<file path="config.mk">
export PLATFORM = sky130hd
export DESIGN_NAME = branch_flag_ctrl_flat
export DESIGN_NICKNAME = d
export VERILOG_FILES = /design/src/rtl/flag_ctrl_pkg.sv /design/src/rtl/branch_flag_ctrl_if.sv /design/src/rtl/branch_flag_ctrl_sat_counter.sv /design/src/rtl/branch_flag_ctrl.sv /design/src/flat_wrapper.sv
export SDC_FILE = /design/constraint.sdc
export NUM_CORES = 1
export LEC_CHECK = 0
export CAP_MARGIN = 20
export CORE_ASPECT_RATIO = 0.9
export CORE_UTILIZATION = 36
export DETAILED_ROUTE_END_ITERATION = 10
export GPL_TIMING_DRIVEN = 0
export PLACE_DENSITY = 0.7
export SLEW_MARGIN = 20
export SYNTH_ARGS = -nofsm -noshare
export SYNTH_HDL_FRONTEND = slang
export SYNTH_SLANG_ARGS = --single-unit
</file>
<file path="constraint.sdc">
create_clock -name clk -period 2.68 [get_ports clk]
set_clock_uncertainty 0.2 [all_clocks]
set_input_delay 0.804 -clock clk [delete_from_list [all_inputs] [get_ports clk]]
set_output_delay 0.804 -clock clk [all_outputs]
set_load 0.1 [all_outputs]
</file>
<file path="src/rtl/flag_ctrl_pkg.sv">
// ---------------------------------------------------------------------------
// flag_ctrl_pkg
// Shared definitions for the branch/flag control slice: the two-state flush
// FSM encoding and the bit positions of the NZCV flags inside a 4-bit vector.
// ---------------------------------------------------------------------------
package flag_ctrl_pkg;

  typedef enum logic {
    IDLE  = 1'b0,
    FLUSH = 1'b1
  } flag_state_e;

  // NZCV bit indices, vector order {N,Z,C,V}
  localparam int unsigned FLAG_N = 3;
  localparam int unsigned FLAG_Z = 2;
  localparam int unsigned FLAG_C = 1;
  localparam int unsigned FLAG_V = 0;

  // Flush counter width; FLUSH_CYCLES is limited to 1..7
  localparam int unsigned FLUSH_CNT_W = 3;

endpackage

</file>
<file path="src/rtl/branch_flag_ctrl_if.sv">
// ---------------------------------------------------------------------------
// branch_flag_ctrl_if
// Pipeline-side bundle between the Execute stage and the branch/flag control.
//   FlagsNext  : next NZCV from the condition unit
//   CondEx     : condition-pass for the instruction in Execute
//   BranchE    : instruction in Execute is a branch
//   ValidE     : Execute holds a real instruction
//   StallE     : Execute stalled this cycle
//   Flags      : architectural NZCV register
//   PCSrc      : one-cycle redirect pulse to Fetch
//   FlushD/E   : squash Decode / Execute registers
//   TakenCount : saturating count of taken branches
// master = pipeline driving Execute info, slave = branch_flag_ctrl.
// ---------------------------------------------------------------------------
interface branch_flag_ctrl_if #(
  parameter int CNT_W = 16
);
  logic [3:0]       FlagsNext;
  logic             CondEx;
  logic             BranchE;
  logic             ValidE;
  logic             StallE;
  logic [3:0]       Flags;
  logic             PCSrc;
  logic             FlushD;
  logic             FlushE;
  logic [CNT_W-1:0] TakenCount;

  modport master (
    output FlagsNext, CondEx, BranchE, ValidE, StallE,
    input  Flags, PCSrc, FlushD, FlushE, TakenCount
  );

  modport slave (
    input  FlagsNext, CondEx, BranchE, ValidE, StallE,
    output Flags, PCSrc, FlushD, FlushE, TakenCount
  );
endinterface

</file>
<file path="src/rtl/branch_flag_ctrl_sat_counter.sv">
// ---------------------------------------------------------------------------
// sat_counter
// Up-counter that sticks at all-ones instead of wrapping.
//   clk   : rising-edge clock
//   reset : synchronous active-high clear
//   inc   : add one this cycle (ignored once saturated)
//   count : current value
// ---------------------------------------------------------------------------
module sat_counter #(
  parameter int WIDTH = 16
) (
  input  logic             clk,
  input  logic             reset,
  input  logic             inc,
  output logic [WIDTH-1:0] count
);

  logic [WIDTH-1:0] r_count;

  always_ff @(posedge clk) begin
    if (reset) begin
      r_count <= '0;
    end else if (inc && (r_count != '1)) begin
      r_count <= r_count + 1'b1;
    end
  end

  assign count = r_count;

endmodule

</file>
<file path="src/rtl/branch_flag_ctrl.sv">
// ---------------------------------------------------------------------------
// branch_flag_ctrl
// Owns the NZCV flags register and the taken-branch redirect/flush sequence.
// A taken branch in Execute produces a one-cycle PCSrc pulse and holds
// FlushD/FlushE for FLUSH_CYCLES cycles; while flushing, Execute contents are
// wrong-path and neither branch nor flag updates are honoured.
//   clk   : rising-edge clock
//   reset : synchronous active-high reset
//   bus   : branch_flag_ctrl_if.slave (Execute inputs, control outputs)
// ---------------------------------------------------------------------------
module branch_flag_ctrl
  import flag_ctrl_pkg::*;
#(
  parameter int FLUSH_CYCLES = 2,
  parameter int CNT_W        = 16
) (
  input  logic                 clk,
  input  logic                 reset,
  branch_flag_ctrl_if.slave    bus
);

  flag_state_e            r_state;
  logic [FLUSH_CNT_W-1:0] r_flush_cnt;
  logic [3:0]             r_flags;
  logic                   r_pcsrc;
  logic                   r_flush;

  logic w_idle;
  logic w_advance;
  logic w_taken;

  // Execute retires an instruction only when real, unstalled and not wrong-path
  assign w_idle    = (r_state == IDLE);
  assign w_advance = bus.ValidE & ~bus.StallE & w_idle;
  assign w_taken   = w_advance & bus.BranchE & bus.CondEx;

  // NOTE: sequential state uses non-blocking assignments so every register
  // samples the pre-edge values; blocking here would create order-dependent
  // simulation and mismatch synthesis.
  always_ff @(posedge clk) begin
    if (reset) begin
      r_state     <= IDLE;
      r_flush_cnt <= '0;
      r_flags     <= 4'b0000;
      r_pcsrc     <= 1'b0;
      r_flush     <= 1'b0;
    end else begin
      // A flag-setting taken branch also lands here, visible from T+1
      if (w_advance) begin
        r_flags <= bus.FlagsNext;
      end

      r_pcsrc <= w_taken;

      case (r_state)
        IDLE: begin
          if (w_taken) begin
            r_state     <= FLUSH;
            r_flush_cnt <= FLUSH_CNT_W'(FLUSH_CYCLES - 1);
            r_flush     <= 1'b1;
          end
        end
        FLUSH: begin
          // Stall is deliberately ignored: the flush always runs to completion
          if (r_flush_cnt == '0) begin
            r_state <= IDLE;
            r_flush <= 1'b0;
          end else begin
            r_flush_cnt <= r_flush_cnt - 1'b1;
          end
        end
        default: begin
          r_state <= IDLE;
          r_flush <= 1'b0;
        end
      endcase
    end
  end

  // Reset inside the counter already dominates a simultaneous taken event
  sat_counter #(
    .WIDTH (CNT_W)
  ) u_taken_cnt (
    .clk   (clk),
    .reset (reset),
    .inc   (w_taken),
    .count (bus.TakenCount)
  );

  assign bus.Flags  = r_flags;
  assign bus.PCSrc  = r_pcsrc;
  assign bus.FlushD = r_flush;
  assign bus.FlushE = r_flush;

endmodule

</file>
<file path="src/flat_wrapper.sv">
// flat-port wrapper written by rule: the top's interface ports become plain ports
module branch_flag_ctrl_flat import flag_ctrl_pkg::*;
#(
  parameter int FLUSH_CYCLES = 2,
  parameter int CNT_W        = 16
)
  (clk, reset, bus_FlagsNext, bus_CondEx, bus_BranchE, bus_ValidE, bus_StallE, bus_Flags, bus_PCSrc, bus_FlushD, bus_FlushE, bus_TakenCount);
  branch_flag_ctrl_if #(.CNT_W(CNT_W)) bus_i ();
  input  logic clk;
  input  logic reset;
  input wire logic [$bits(bus_i.FlagsNext)-1:0] bus_FlagsNext;
  input wire logic [$bits(bus_i.CondEx)-1:0] bus_CondEx;
  input wire logic [$bits(bus_i.BranchE)-1:0] bus_BranchE;
  input wire logic [$bits(bus_i.ValidE)-1:0] bus_ValidE;
  input wire logic [$bits(bus_i.StallE)-1:0] bus_StallE;
  output wire logic [$bits(bus_i.Flags)-1:0] bus_Flags;
  output wire logic [$bits(bus_i.PCSrc)-1:0] bus_PCSrc;
  output wire logic [$bits(bus_i.FlushD)-1:0] bus_FlushD;
  output wire logic [$bits(bus_i.FlushE)-1:0] bus_FlushE;
  output wire logic [$bits(bus_i.TakenCount)-1:0] bus_TakenCount;
  assign bus_i.FlagsNext = bus_FlagsNext;
  assign bus_i.CondEx = bus_CondEx;
  assign bus_i.BranchE = bus_BranchE;
  assign bus_i.ValidE = bus_ValidE;
  assign bus_i.StallE = bus_StallE;
  assign bus_Flags = bus_i.Flags;
  assign bus_PCSrc = bus_i.PCSrc;
  assign bus_FlushD = bus_i.FlushD;
  assign bus_FlushE = bus_i.FlushE;
  assign bus_TakenCount = bus_i.TakenCount;
  branch_flag_ctrl #(.FLUSH_CYCLES(FLUSH_CYCLES), .CNT_W(CNT_W)) u_core (.clk(clk), .reset(reset), .bus(bus_i));
endmodule
</file>
==> results of run 1 <==
## worst max path at each step
stage                                       from  cells past startpoint                      endpoint
global placement                      bus_ValidE                      6  u_core.u_taken_cnt.count[15]
finish              u_core.u_taken_cnt.count[11]                      1            bus_TakenCount[11]
floorplan            u_core.u_taken_cnt.count[2]                      5  u_core.u_taken_cnt.count[14]
CTS                  u_core.u_taken_cnt.count[2]                      1             bus_TakenCount[2]
global route        u_core.u_taken_cnt.count[11]                      1            bus_TakenCount[11]
detailed placement                    bus_ValidE                      6  u_core.u_taken_cnt.count[15]
## cells by family after synthesis
| group | count (synthesis) | share of synthesized area, % |
|---|---|---|
| simple gates | 63 | 32.30 |
| fa+ha+maj | 3 | 2.817 |
| flops | 26 | 39.06 |
| mux | 6 | 4.976 |
| xor+xnor | 1 | 0.6574 |
| buf+inv | 12 | 5.445 |
| compound gates | 31 | 14.74 |
## flip-flops by register name (all words and copies together), names as in the netlist
signal	count
u_core.u_taken_cnt.count	16
u_core.bus.Flags	4
u_core.r_flush_cnt	3
u_core.bus.FlushD	1
u_core.bus.PCSrc	1
u_core.r_state	1
## metrics by stage
stage,setup WS (ns),cells
floorplan,0.07487,142
global placement,-0.1968,217
detailed placement,-0.2588,217
CTS,0.006315,221
global route,0.003842,221
finish,0.04803,221
## report_power, final
part	internal [mW]	total (mW)	switching, mW	leakage [nW]
combinational	0.0251	0.0835	0.0584	0.444
clock	0.200	0.330	0.130	0.0357
sequential	0.391	0.395	0.00352	0.211
total	0.617	0.808	0.192	0.691
## layer usage
metal | wire [um] | vias to the layer above
met2 | 1540 | 32
met5 | 0 | -
met3 | 123 | 4
li1 | - | 616
met4 | 40 | 0
met1 | 1447 | 607
## layout make-up
cell class	count	area [um^2]	area share, %
timing repair buffer	31	274.0	15.58
multi-input combinational	104	763.2	43.39
sequential	26	523.0	29.73
inverter	4	15.01	0.8535
buffer	8	57.56	3.272
clock buffer	3	41.29	2.347
clock inverter	1	30.03	1.707
tap	44	55.05	3.129
## placed cells by master (no fill, tap or decap), types with 3 or more instances in the layout
cell type and n:
sky130_fd_sc_hd__clkbuf_1 3, sky130_fd_sc_hd__clkdlybuf4s50_1 8, sky130_fd_sc_hd__nand2_1 4, sky130_fd_sc_hd__or4_1 8
sky130_fd_sc_hd__clkbuf_8 3, sky130_fd_sc_hd__ha_1 3, sky130_fd_sc_hd__dfxtp_1 24, sky130_fd_sc_hd__dlygate4sd2_1 21
sky130_fd_sc_hd__nand4_1 5, sky130_fd_sc_hd__nor2_1 8, sky130_fd_sc_hd__and4_1 3, sky130_fd_sc_hd__inv_1 4
sky130_fd_sc_hd__and2_1 3, sky130_fd_sc_hd__nor3_1 3, sky130_fd_sc_hd__o31ai_1 9, sky130_fd_sc_hd__mux2i_1 4
sky130_fd_sc_hd__nand3_1 9, sky130_fd_sc_hd__a21oi_1 15
==> run summary, run 1 <==
The most utilized layer in the global route result was met2. The data required time of the worst path is 1.68 ns. The flow ran to the end, and the final reports show no timing, DRC or antenna violations. The logs give 29.15% for the met2 demand-to-capacity share in global routing and 0.001333 mm^2 for the mapped cell area. For hold timing, the worst endpoint is u_core.r_flush_cnt[1]. Fill cells in the final layout number 323. The final-layout worst hold slack is 0.2746 ns, and the fraction of met3 tracks used by global routing is 3.435%.

Sequential cells were found to cover 39.06% of the synthesized design area. The area growth from synthesis to layout is 32.02%. For the buffer levels on the longest clock path, the log shows 2. For this design, the sink count on the clock tree is 26. The fraction of final layout cells with drive strength greater than 1 is 16.95%. The startpoint identified for the worst hold timing path is u_core.r_flush_cnt[1]. The number of nets handed over by synthesis was 155. The tools report the quantity of gates resized following cts as 23.

In this run the critical register-to-register path is launched from u_core.u_taken_cnt.count[0]. The number of max-slew violations in the final report was 0; the met1 routing resource usage after global routing was 22.17%. The via count of the first global-routing pass was 1160; the first-pass iteration count of the detailed router was 4.

Dividing total power by cell area gives a power density of 459.6 mW/mm^2. Port buffering added 31 buffers. Summing over every cut layer, the via total after detailed routing is 1259. The first global-routing pass estimated 5223 um of wire. The worst register-to-register path ends at u_core.u_taken_cnt.count[14]. In the synthesized netlist the async set-or-reset flop fraction comes to 0%. The worst setup path is launched from a register.

The run gives 1 as the CTS H-tree depth. Buffers plus inverters on the worst setup path: 1. Category of the critical setup timing path: reg2out. The measured slew at the worst slew-check pin is 0.9763 ns.

After floorplanning, the core was divided into 20 placement rows. The cell family contributing the most delay on the critical path is buffers and inverters. In the synthesized netlist, the cells that appear most often are sky130_fd_sc_hd__dfxtp_1, sky130_fd_sc_hd__a21oi_1, sky130_fd_sc_hd__nand3_1, sky130_fd_sc_hd__o31ai_1. The total CTS buffers was 3.

The logs give 3151 um for the routed wire length and 50.94% for the final standard cell utilization of the core. The biggest area contributor in the post-synthesis netlist is sky130_fd_sc_hd__dfxtp_1. The floorplan step defined a die boundary enclosing 0.003949 mm^2. Maximum achievable frequency: 379.9 MHz. The hold violation count in the final report is 0. Dividing the detail-routed wire length by the instance count gives 14.26 um.

Yosys mapped a number of flops with a built-in enable equal to 0. The number of diodes was 0. The count of nets left with antenna violations once routing finished came out at 0.

The endpoint kind of the worst setup timing path was a primary output. For the initial antenna violation count, the log shows 0. For the placeable core region, the log shows 0.003453 mm^2. A synthesized cell averages 9.384 um^2. At the end of the flow, the number of nets in the layout was 191. The register bit count reported by yosys is 26. The worst hold path passes through 2 cells. After synthesis, the netlist uses 44 different library cells. For the finished layout, the period the worst path requires is 2.632 ns. For this design, the slowest cell found on the critical path is sky130_fd_sc_hd__dlygate4sd2_1. Detailed placement finished with a half-perimeter wire length of 2279 um. Along the worst path, the maximum fanout reaches 8.

Largest voltage drop on the vdd net: 0.2012 mV. On the worst path, the slowest cell contributes a delay of 0.89 ns. The tools report the final-layout setup total negative slack as 0 ns.

The root buffer cell chosen for the clock tree is sky130_fd_sc_hd__clkbuf_8. The run gives 0.001759 mm^2 as the area of all placed cells without fillers. Data arrives at the worst endpoint at 1.63 ns. After detailed placement, the total cell area comes to 0.001700 mm^2.

The run gives 0.28 ns as the internal reg-to-reg setup slack. For this run the aggregate overflow at the end of global routing stands at 0. Measured against its own limit, the worst slew margin works out to 35.17%. The die outline height is 59.72 um.

Once the clock tree was built, the setup fixing pass inserted 0 buffers. Walking the worst path, the cells encountered are dlygate4sd2_1. The number of violations reported at the end of detailed-routing iteration 0 is 79. The vias per cell is 5.697. After synthesis, the cell types taking the most area are sky130_fd_sc_hd__dfxtp_1, sky130_fd_sc_hd__a21oi_1, sky130_fd_sc_hd__o31ai_1. For this run, design rule violations remaining after detail routing come to 0. The worst register-to-register path has a depth of 6.

The clock-pin slew of the registers on the worst-case setup and hold paths came out at 0.09 ns. The tools report the number of max-capacitance violations reported as 0. The proportion of netlist area held by the largest area contributor was 39.06%. The dominant register cell in the synthesized netlist was sky130_fd_sc_hd__dfxtp_1.

Setup repair after global routing left no endpoint under its margin. For the final weighted congestion in routability-driven placement, the log shows 0.8242. The starting utilization of the core area is 38.59%. TritonCTS built the clock tree.

The cell count after synthesis came out at 142. The Yosys step of the flow raised 0 warnings. For this design, the CTS-stage hold fixing added 0 buffers. Library cell with the highest instance count after synthesis: sky130_fd_sc_hd__dfxtp_1.

The number of ports placed on the die boundary was 33. The worst hold-check path type is reg2reg. Setup violations remaining at the end of the flow were counted as 0.

Global routing used 17.30% of the available tracks. Part of the cycle the worst path needs: 98.21%. The worst-skew pair later-pin latency came out at 0.27 ns. Entering global routing, the biggest net connects 16 pins. Total power for the finished layout comes to 808.5 uW. The leakage component of the power came out at 0.6911 nW.

The die is 66.13 um wide.
(Power assumes the default switching activity.)
==> inputs of run 2 (changes only) <==
--- a/config.mk
+++ b/config.mk
@@ -11,7 +11,7 @@
 export DETAILED_ROUTE_END_ITERATION = 10
 export GPL_TIMING_DRIVEN = 0
 export PLACE_DENSITY = 0.7
-export SLEW_MARGIN = 20
+export SLEW_MARGIN = 10
 export SYNTH_ARGS = -nofsm -noshare
 export SYNTH_HDL_FRONTEND = slang
 export SYNTH_SLANG_ARGS = --single-unit
==> results of run 2 <==
No change in the layout: final DEF, timing and power equal those of run 1.
